--- config.mk ---
export PLATFORM = sky130hd
export DESIGN_NAME = chip8_timers
export DESIGN_NICKNAME = d
export VERILOG_FILES = /design/src/rtl/chip8_timers.sv
export SDC_FILE = /design/constraint.sdc
export NUM_CORES = 1
export LEC_CHECK = 0
export CAP_MARGIN = 25
export CORE_MARGIN = 10
export CORE_UTILIZATION = 53
export CTS_CLUSTER_SIZE = 8
export DETAILED_ROUTE_END_ITERATION = 10
export HOLD_SLACK_MARGIN = 0.03
export PLACE_DENSITY = 0.75
export SETUP_SLACK_MARGIN = 0.05
export SKIP_CTS_REPAIR_TIMING = 1
export SYNTH_ARGS = -nofsm -noshare
export SYNTH_HDL_FRONTEND = slang
export SYNTH_SLANG_ARGS = --single-unit
--- constraint.sdc ---
create_clock -name clk_in -period 2.9 [get_ports clk_in]
set_clock_uncertainty 0.15 [all_clocks]
set_input_delay 0.58 -clock clk_in [delete_from_list [all_inputs] [get_ports clk_in]]
set_output_delay 0.58 -clock clk_in [all_outputs]
set_load 0.005 [all_outputs]
--- src/rtl/chip8_timers.sv ---
// CHIP-8 style countdown timers (delay/sound) driven by a shared prescaler.
// Optional macro CHIP8_TIMER_EXPIRE_EN adds the expire_out pulse port.
module chip8_timers #(
    parameter int  NUM_TIMERS = 2,
    parameter int  WIDTH      = 8,
    parameter int  CLK_HZ     = 100_000_000,
    parameter int  TICK_HZ    = 60,
    localparam int SELW       = (NUM_TIMERS > 1) ? $clog2(NUM_TIMERS) : 1
) (
    input  logic                  clk_in,
    input  logic                  rst_in,
    input  logic                  en_in,
    input  logic                  wr_en_in,
    input  logic [SELW-1:0]       wr_sel_in,
    input  logic [WIDTH-1:0]      wr_data_in,
    input  logic [SELW-1:0]       rd_sel_in,
    output logic [WIDTH-1:0]      rd_data_out,
    output logic [NUM_TIMERS-1:0] active_out,
    output logic                  tick_out
`ifdef CHIP8_TIMER_EXPIRE_EN
    ,
    output logic [NUM_TIMERS-1:0] expire_out
`endif
);

    localparam int DIV = CLK_HZ / TICK_HZ;
    localparam int PW  = (DIV > 1) ? $clog2(DIV) : 1;
    localparam logic [PW-1:0] LAST = PW'(DIV - 1);

    logic [PW-1:0]    cnt;
    logic             tick;
    logic [WIDTH-1:0] tmr [NUM_TIMERS];
    logic [WIDTH-1:0] rd_mux;
    logic [NUM_TIMERS-1:0] load_hit;

    assign tick = en_in && (cnt == LAST);

    // Decode which timer (if any) the load strobe targets
    always_comb begin
        load_hit = '0;
        for (int i = 0; i < NUM_TIMERS; i++) begin
            load_hit[i] = wr_en_in && (wr_sel_in == SELW'(i));
        end
    end

    // Prescaler: counts only while enabled, freezes otherwise
    always_ff @(posedge clk_in) begin
        if (rst_in) begin
            cnt <= '0;
        end else if (en_in) begin
            cnt <= (cnt == LAST) ? '0 : cnt + PW'(1);
        end
    end

    // Timer registers: load beats tick, zero saturates
    always_ff @(posedge clk_in) begin
        if (rst_in) begin
            for (int i = 0; i < NUM_TIMERS; i++) begin
                tmr[i] <= '0;
            end
        end else begin
            for (int i = 0; i < NUM_TIMERS; i++) begin
                if (load_hit[i]) begin
                    tmr[i] <= wr_data_in;
                end else if (tick && (tmr[i] != '0)) begin
                    tmr[i] <= tmr[i] - WIDTH'(1);
                end
            end
        end
    end

    // Readback select; out-of-range index reads as zero
    always_comb begin
        rd_mux = '0;
        for (int i = 0; i < NUM_TIMERS; i++) begin
            if (rd_sel_in == SELW'(i)) begin
                rd_mux = tmr[i];
            end
        end
    end

    // Registered readback and tick pulse
    always_ff @(posedge clk_in) begin
        if (rst_in) begin
            rd_data_out <= '0;
            tick_out    <= 1'b0;
        end else begin
            rd_data_out <= rd_mux;
            tick_out    <= tick;
        end
    end

    // Nonzero flags straight from the timer registers
    always_comb begin
        active_out = '0;
        for (int i = 0; i < NUM_TIMERS; i++) begin
            active_out[i] = (tmr[i] != '0);
        end
    end

`ifdef CHIP8_TIMER_EXPIRE_EN
    // Expiry pulse only for a tick-driven 1->0 step not overridden by a load
    always_ff @(posedge clk_in) begin
        if (rst_in) begin
            expire_out <= '0;
        end else begin
            for (int i = 0; i < NUM_TIMERS; i++) begin
                expire_out[i] <= tick && !load_hit[i]
                                 && (tmr[i] == WIDTH'(1));
            end
        end
    end
`endif

endmodule

==> results by group <==
Layout
  – Syn-to-layout area delta: 17.8%
  – Post-layout util: 0.650
  – # diodes: 0
  – Nets: between 300 and 400
  – Most frequent cells in the layout: 30 x dfxtp_1, 29 x nor2_1, 24 x clkdlybuf4s50_1
  – Most common cell after layout, fill and taps aside: dfxtp_1
  – Layout cell share with drive strength beyond 1: 0.0619
  – Fin area: 2870 um^2

Yosys
  – Yosys cell types: 39
  – Register area share after synthesis: 0.444
  – Synth Register Bits: 46
  – Yosys warnings: 0
  – Mapped Nets: 280
  – Mean Syn Cell Area: about 9.3 um^2
  – Post-Syn Area: ~2400 um^2
  – Cells after Synth: 261

STA
  – Max Slew Vio Count: 0
  – TNS Setup: 0 ns
  – Worst-Margin Slew: 0.645 ns
  – RSZ-0062 raised after global routing: no
  – Min cycle time layout: about 2.7 ns
  – Hold Vio Cnt, Final: 0
  – Period utilisation layout: 0.923
  – Setup-failing EPs final: 0
  – Headroom to the max-slew limit: 0.568
  – Fmax: between 300 and 400 MHz

Worst setup path
  – CP max stage cell: nor4_1
  – Worst-path fanout max: 5
  – Slowest cell delay on critical path: 0.56 ns
  – WS Path Type: reg2out
  – Setup crit end kind: output port
  – CP Data Required Time: 2.17 ns
  – Worst setup SP type: flop
  – Crit-path cells: nor4_1 > nand3_1 > clkdlybuf4s50_1
  – Arrival time worst endpoint: between 1.5 and 2 ns

Place
  – PortBufs: 24
  – Post-DP HPWL: approximately 4100 um
  – Cell Area, Placed: about 2800 um^2
  – Placer Congestion: ~0.86

Route
  – Top routing layer in use: met4
  – Routed Antenna Nets: 0
  – M1 WL: 2420 um
  – First-pass detailed-route iteration total: 4
  – DR WL/cell: between 15 and 20 um
  – WL met2: 2570 um
  – Routed WL: about 5400 um
  – DRC viols: 0
  – Post-DR vias/cell: 5.94
  – Vias post-DR: between 2,000 and 2,500
  – Iter 0 DRT Violations: 106
  – Met3 wire length: roughly 300 um

CTS
  – CTS buffer count: 5
  – H-tree depth: 2
  – CTS tree: built
  – Clock slew at reported path FFs: ~0.08 ns
  – Sink Count: 46
  – Skew-Pair Late Insertion Delay: ~0.30 ns
  – CTS max path bufs: 2
  – Root Buffer: clkbuf_8

Floorplanning
  – Die area: 7710 um^2
  – Die Height: just under 90 um
  – FP Rows: 24
  – Initial cell density of the core: 0.552
  – Core area: 4410 um^2
  – I/O pin cnt: 25
  – Die W: 87.8 um

Pwr
  – Worst ir drop on vdd: 0.273 mV
  – Pwr/cell area: between 400 and 500 nW/um^2
  – Leak Pwr: just over 1 nW

Global route
  – Largest net degree at the start of global routing: 21
  – Vias in the first global route: about 1,900
  – GRT Overall Usage: 0.144
  – Initial antenna violation count: 0
  – Global-route wire length before repair: 8910 um
  – Grt ovf: 0

Status
  – Status: finished clean

Hold path
  – Hold crit path type: reg2reg

Run
  – Max-cap violations: 0
==> per-layer routing <==
layer / up-vias / track usage
met5: - / 0
met4: 0 / 0.0609
met3: 13 / 0.0381
met2: 46 / 0.241
met1: 960 / 0.171
li1: 1019 / -
==> through the flow <==
step	power, W	hold slack (ns)	instances	setup slack, ns
final	0.00135	0.362	343	0.225
after global routing	0.00140	0.384	343	0.0604
after CTS	0.00137	0.361	343	0.218
after detailed placement	0.000911	0.349	335	0.0774
after global placement	0.000907	0.335	335	0.0979
after floorplan	0.000836	0.307	261	0.379
==> power breakdown <==
part / switching [W] / leakage, nW / total [W] / internal [W]
Combinational: 0.0000761 / 0.557 / 0.000160 / 0.0000841
Clock: 0.000199 / 0.0524 / 0.000457 / 0.000258
Sequential: 0.0000339 / 0.406 / 0.000736 / 0.000702
Total: 0.000309 / 1.02 / 0.00135 / 0.00104
==> cell type report <==
type                            instances  area (um^2)
Multi-Input combinational cell        193         1260
Clock inverter                          1         30.0
Timing Repair Buffer                   35          323
Clock buffer                            7         76.3
Inverter                                9         33.8
Sequential cell                        46         1080
Tap cell                               52         65.1
Fill cell                             370         1550
==> cells in the mapped netlist (all sizes together) <==
cell type  instances  area (um^2)
dfxtp             30          601
nor2              29          109
nand2             23         86.3
mux2i             17          170
edfxtp            16          480
o31ai             14          105
xnor2             13          114
xor2              10         87.6
a21oi              9         45.0
nand4              9         56.3
or4                9         67.6
inv                8         30.0
nand3              8         40.0
nor3               8         40.0
o22ai              8         50.1
clkbuf             7         26.3
buf                6         35.0
ha                 5         62.6
nor4               4         25.0
or3                4         25.0
and4               3         26.3
o21ai              3         15.0
a31oi              2         12.5
nor2b              2         12.5
nor3b              2         15.0
nor4bb             2         20.0
a211oi             1         7.51
a32o               1         10.0
and2               1         6.26
and3               1         6.26
clkinv             1         3.75
nand4b             1         8.76
o211ai             1         7.51
or2                1         6.26
or4b               1         10.0
or4bb              1         11.3
==> state kept, by name (all words and copies together), names as in the netlist <==
signal,cells
tick_out,1
tmr,16
rd_data_out,8
cnt,21
==> final timing paths <==
check                                          from             endpoint  slack [ns]  cells past startpoint
worst max-delay path            tmr[1][2]$_DFFE_PP_        active_out[1]        0.22                      3
worst min-delay path            cnt[1]$_SDFFE_PP0P_  cnt[1]$_SDFFE_PP0P_        0.36                      2
worst max register to register  cnt[8]$_SDFFE_PP0P_  tmr[1][1]$_DFFE_PP_        0.46                      5
worst min register to register  cnt[1]$_SDFFE_PP0P_  cnt[1]$_SDFFE_PP0P_        0.36                      2
==> logic make-up (layout without fill, tap and decap cells) <==
logic type / after synthesis / count (layout) / synth area share
AO/OA/AOI/OAI: 39 / 39 / 0.104
buffers and inverters: 22 / 52 / 0.0391
multiplexers: 17 / 17 / 0.0699
AND/OR/NAND/NOR: 109 / 109 / 0.235
adder cells (fa/ha/maj): 5 / 5 / 0.0257
XOR/XNOR: 23 / 23 / 0.0827
flip-flops: 46 / 46 / 0.444
==> worst max-delay path: cells and delay by family (launching register included) <==
family | cells | cell delay, ns
DFF | 1 | 0.48
buffers and inverters | 1 | 0.47
and+or+nand+nor | 2 | 0.69
Power figures use the tool's default switching activity.
==> variant 1, RTL diff (config.mk and constraints unchanged) <==
Set the parameter `WIDTH` to 6 (it was 8).
--- a/src/rtl/chip8_timers.sv
+++ b/src/rtl/chip8_timers.sv
@@ -3,5 +3,5 @@
 module chip8_timers #(
     parameter int  NUM_TIMERS = 2,
-    parameter int  WIDTH      = 8,
+    parameter int  WIDTH      = 6,
     parameter int  CLK_HZ     = 100_000_000,
     parameter int  TICK_HZ    = 60,
Ports: changed (resized rd_data_out and wr_data_in); port bits go from 25 to 21. No check against the original RTL was run, so the function may have changed too.
==> variant 1 against the original RTL <==
- power down 9.2%
- synthesized area down 12%
- cell area down 12%
- fmax down 0.67%
- sequential cell count down 6
- wire length down 18%
- worst setup slack worse by 0.018 ns
- critical path type unchanged
- highest routed layer unchanged
==> variant 1: results (changes against the original RTL) <==
status: "finished, final reports clean"
critPathMaxStageDelay_ns: 0.48  # -0.08 ns
rr_startpoint: "cnt[2]"
slowest_stage: "clkdlybuf4s50_1"
dp_hpwl_um: 3370  # -18%
syn_nets: 239  # -15%
finish.utilization_pct: 63.7  # -1.3 points
ys_warn_count: 0  # unchanged
leakage_uw: 0.000905  # -11%
clk_pin_slew_ns: 0.08  # about the same
cp_max_fo: 4  # -1
antenna_found_initial: 0  # unchanged
place_area_sq_um: 2410  # -13%
rr_worst_depth: 5  # unchanged
grt_use_total_pct: 12.8  # -1.6 points
grt_max_degree: 22  # +4.8%
clk_latency_ns: 0.29
clock_tree.buffer_depth: 2  # unchanged
grt_pass1_wl_um: 7690  # -14%
async_reset_ff_share_pct: 0  # unchanged
dp_slack_ns: 0.298  # +0.221 ns
synth_area_leaders: "dfxtp_1 (26%), edfxtp_1 (17%), mux2i_1 (5.6%)"
place.gp.congestion: 0.863  # +0.88%
cts_max_level: 2  # unchanged
postRouteWirelength_um: 4460  # -18%
worstPathArrival_ns: 1.96
drt_iter0_markers: 118  # +11%
synth-edff-count: 12  # -4
num_antenna_cells: 0  # unchanged
yosysUniqueCellTypes: 47  # +21%
io_buffers: 20  # -17%
firstDrtPassIters: 4  # unchanged
synth_common_cells: "dfxtp_1 (28), nand2_1 (19), nor2_1 (18), o31ai_1 (13)"
drive_gt1_share_pct: 11.0  # +4.8 points
critPathTopFamily: "buffers and inverters"
reg_top3: "cnt: 21 flops, tmr: 12 flops, rd_data_out: 6 flops"
synth-seq-area-share_pct: 42.8  # -1.6 points
ir_worst_vdd_v: 0.000312  # +14%
via_count: 1698  # -17%
cts_root_buf: "clkbuf_8"
min_path_cells: 2  # unchanged
startpoint: "tmr[0][0]"
tightest_slew_ns: 0.590  # -0.0550 ns
fillers: 336  # -9.2%
holdCritStartpoint: "cnt[16]"
nets: 262  # -15%
numCtsBuffers: 5  # unchanged
hold_class: "register to register"
[variant 1: kinds of logic (layout without fill, tap and decap cells)]
logic type,after synthesis,after routing,synth area share [%]
and+or+nand+nor,87,87,24.9
DFF,40,40,42.8
AOI/OAI and AO/OA,43,43,13.3
muxes,12,12,5.58
adders and majority gates,5,5,2.91
buffers and inverters,19,43,4.01
xor gates and xnor gates,16,16,6.51
[variant 1: worst register-to-register path, delay by kind of cell (launching register included)]
kind                   cells  cell delay [ns]
muxes                      1             0.19
and+or+nand+nor            3             1.20
buffers and inverters      1             0.22
DFF                        1             0.35
[variant 1: worst paths after layout]
kind	slack, ns	end
worst max-delay path	0.21	active_out[0]
worst min-delay path	0.33	cnt[16]
worst max register to register	0.65	tmr[0][4]
worst min register to register	0.33	cnt[16]
[variant 1: area by class of cell]
type	count	share of cell area [%]
repair buffers	27	10.0
multi-input cells	163	45.3
well taps	50	2.47
clock inverters	2	1.34
clock buffers	6	3.27
flip-flops and latches	40	36.4
inverters	8	1.19
[variant 1: power by group]
group	total, uW	switching [uW]	internal (uW)	leakage [uW]
Combinational	127	60.0	67.5	0.000497
Sequential	627	24.2	603	0.000349
Clock	474	196	277	0.0000588
[variant 1: through the flow]
step                std cells  power (uW)  hold WS [ns]
floorplan                 222         709         0.292
global placement          288         765         0.313
detailed placement        288         768         0.319
CTS                       296        1240         0.328
global route              296        1280         0.353
finish                    296        1230         0.328
[variant 1: layer usage]
metal / track usage (%) / vias up / part of all wire (%)
met5: 0 / - / 0
met1: 14.9 / 796 / 45
li1: - / 872 / -
met3: 3.32 / 6 / 3.7
met2: 22.3 / 24 / 50
met4: 4.11 / 0 / 1.4
==> variant 2, RTL diff (config.mk and constraints unchanged) <==
Without the edit above. One comparison of `cnt` changes from == to >=.
--- a/src/rtl/chip8_timers.sv
+++ b/src/rtl/chip8_timers.sv
@@ -34,5 +34,5 @@
     logic [NUM_TIMERS-1:0] load_hit;
 
-    assign tick = en_in && (cnt == LAST);
+    assign tick = en_in && (cnt >= LAST);
 
     // Decode which timer (if any) the load strobe targets
Formal check against the unedited RTL: same outputs for any inputs over 10 cycles, from zero or initial values and one cycle with rst_in high; that may be too few to reach the edited logic, so the function may still have changed.
==> variant 2 against the original RTL <==
- sequential share of layout area up 0.50 points
- sequential cell count unchanged
- non-clock buffer count unchanged
- largest power group unchanged
- cell area down 1.3%
- wire length down 2.1%
- synthesized area down 3.3%
- critical path depth up 4
- worst setup slack worse by 0.075 ns
- power up 2.4%
==> variant 2: results (changes against the original RTL) <==
reg_top3: "cnt: 21 flops, tmr: 16 flops, rd_data_out: 8 flops"
cts_root_buf: "clkbuf_8"
num_antenna_cells: 0  # unchanged
switching_share_pct: 24.2  # +1.3 points
dp_hpwl_um: 3960  # -3.6%
via_count: 1911  # -6.2%
cts_max_level: 2  # unchanged
drt_iter0_markers: 119  # +12%
clock_tree.buffer_depth: 2  # unchanged
setup_tns_ns: 0  # unchanged
post_drt_wl_per_cell_um: 15.8  # about the same
avgSynthCellArea_sq_um: 9.46  # +1.4%
antenna_found_initial: 0  # unchanged
synth-seq-area-share_pct: 45.9  # +1.5 points
detail-route-antenna-nets: 0  # unchanged
status: "finished, final reports clean"
async_reset_ff_share_pct: 0  # unchanged
grt_use_total_pct: 14.1  # -0.34 points
clk_latency_ns: 0.30  # about the same
grt_max_degree: 17  # -19%
grt_pass1_wl_um: 8520  # -4.4%
synth_area_leaders: "dfxtp_1 (26%), edfxtp_1 (20%), mux2i_1 (6.4%)"
synth_ff_type: "dfxtp_1"
synth_common_cells: "nor2_1 (40), dfxtp_1 (30), nand2_1 (20), xnor2_1 (17), edfxtp_1 (16)"
yosysUniqueCellTypes: 37  # -5.1%
worstPathArrival_ns: 2.64  # +0.69 ns
ir_worst_vdd_v: 0.000312  # +14%
cp_max_fo: 8  # +3
layout.cells.non_filler: 336  # -2.0%
nets: 302  # -2.3%
drive_gt1_share_pct: 9.51  # +3.3 points
slew_headroom_pct: 64.4  # +7.6 points
place.gp.congestion: 0.858  # +0.21%
firstDrtPassIters: 4  # unchanged
grt_pass1_vias: 1837  # -3.4%
io_buffers: 24  # unchanged
placed_cells: 324  # -3.3%
syn_nets: 268  # -4.3%
leakage_uw: 0.00103  # +1.3%
clk_pin_slew_ns: 0.09
[variant 2: changes by cell type after synthesis, moves of 4 or more]
| cell | unedited run | this run |
|---|---|---|
| o31ai_1 | 14 | 0 |
| nor2_1 | 29 | 40 |
| a21oi_1 | 9 | 0 |
| o21ai_0 | 2 | 10 |
| or4_1 | 9 | 1 |
| and3_1 | 1 | 6 |
| xor2_1 | 10 | 15 |
| buf_2 | 4 | 0 |
| xnor2_1 | 13 | 17 |
[variant 2: logic make-up after synthesis]
family / share of synthesized area (%)
simple gates: 23.4
fa+ha+maj: 2.66
buf+inv: 2.39
xor+xnor: 11.9
flops: 45.9
compound gates: 7.39
mux: 6.38
[variant 2: stage by stage]
stage | hold slack (ns) | cell area [sq um] | utilization (%) | setup slack (ns) | power, uW
final | 0.416 | 2830 | 65.5 | 0.149 | 1390
after global routing | 0.437 | 2830 | 65.5 | 0.0728 | 1440
after CTS | 0.415 | 2790 | 64.5 | -0.0288 | 1390
after detailed placement | 0.389 | 2680 | 61.9 | 0.150 | 906
after global placement | 0.369 | 2680 | 61.9 | 0.216 | 903
after floorplan | 0.351 | 2350 | - | 0.201 | 834
[variant 2: cell type report]
type,count,area [sq um]
Clock buffer,5,68.8
Tap cell,52,65.1
Clock inverter,3,43.8
Multi-Input combinational cell,190,1230
Fill cell,382,1490
Sequential cell,46,1080
Timing Repair Buffer,35,325
Inverter,5,18.8
[variant 2: metal layers]
metal	vias to the layer above	share of wire (%)	track usage, %
met2	63	49	24.0
li1	953	-	-
met1	884	43	16.1
met3	11	6.3	3.85
met5	-	0	0
met4	0	2.1	6.19
[variant 2: worst max-delay path, stage by stage (launching register included)]
cell	delay, ns
dfxtp_1	0.43
inv_1	0.07
ha_1	0.17
nor4b_1	0.15
or4b_1	0.50
a311o_1	0.37
and3_1	0.19
a221o_2	0.46
[variant 2: power by group through the flow]
stage          registers (uW)  logic [uW]  clock network, uW
6_report                  735         167                483
5_1_grt                   738         184                521
4_1_cts                   735         157                496
3_5_place_dp              750         155                  0
3_3_place_gp              748         154                  0
2_1_floorplan             741        93.4                  0
[variant 2: worst paths after layout]
| check | startpoint | endpoint | slack, ns | depth (start not counted) |
|---|---|---|---|---|
| max | cnt[1] | tmr[1][3] | 0.15 | 7 |
| min | cnt[11] | cnt[11] | 0.42 | 2 |
| max reg2reg | cnt[1] | tmr[1][3] | 0.15 | 7 |
| min reg2reg | cnt[11] | cnt[11] | 0.42 | 2 |
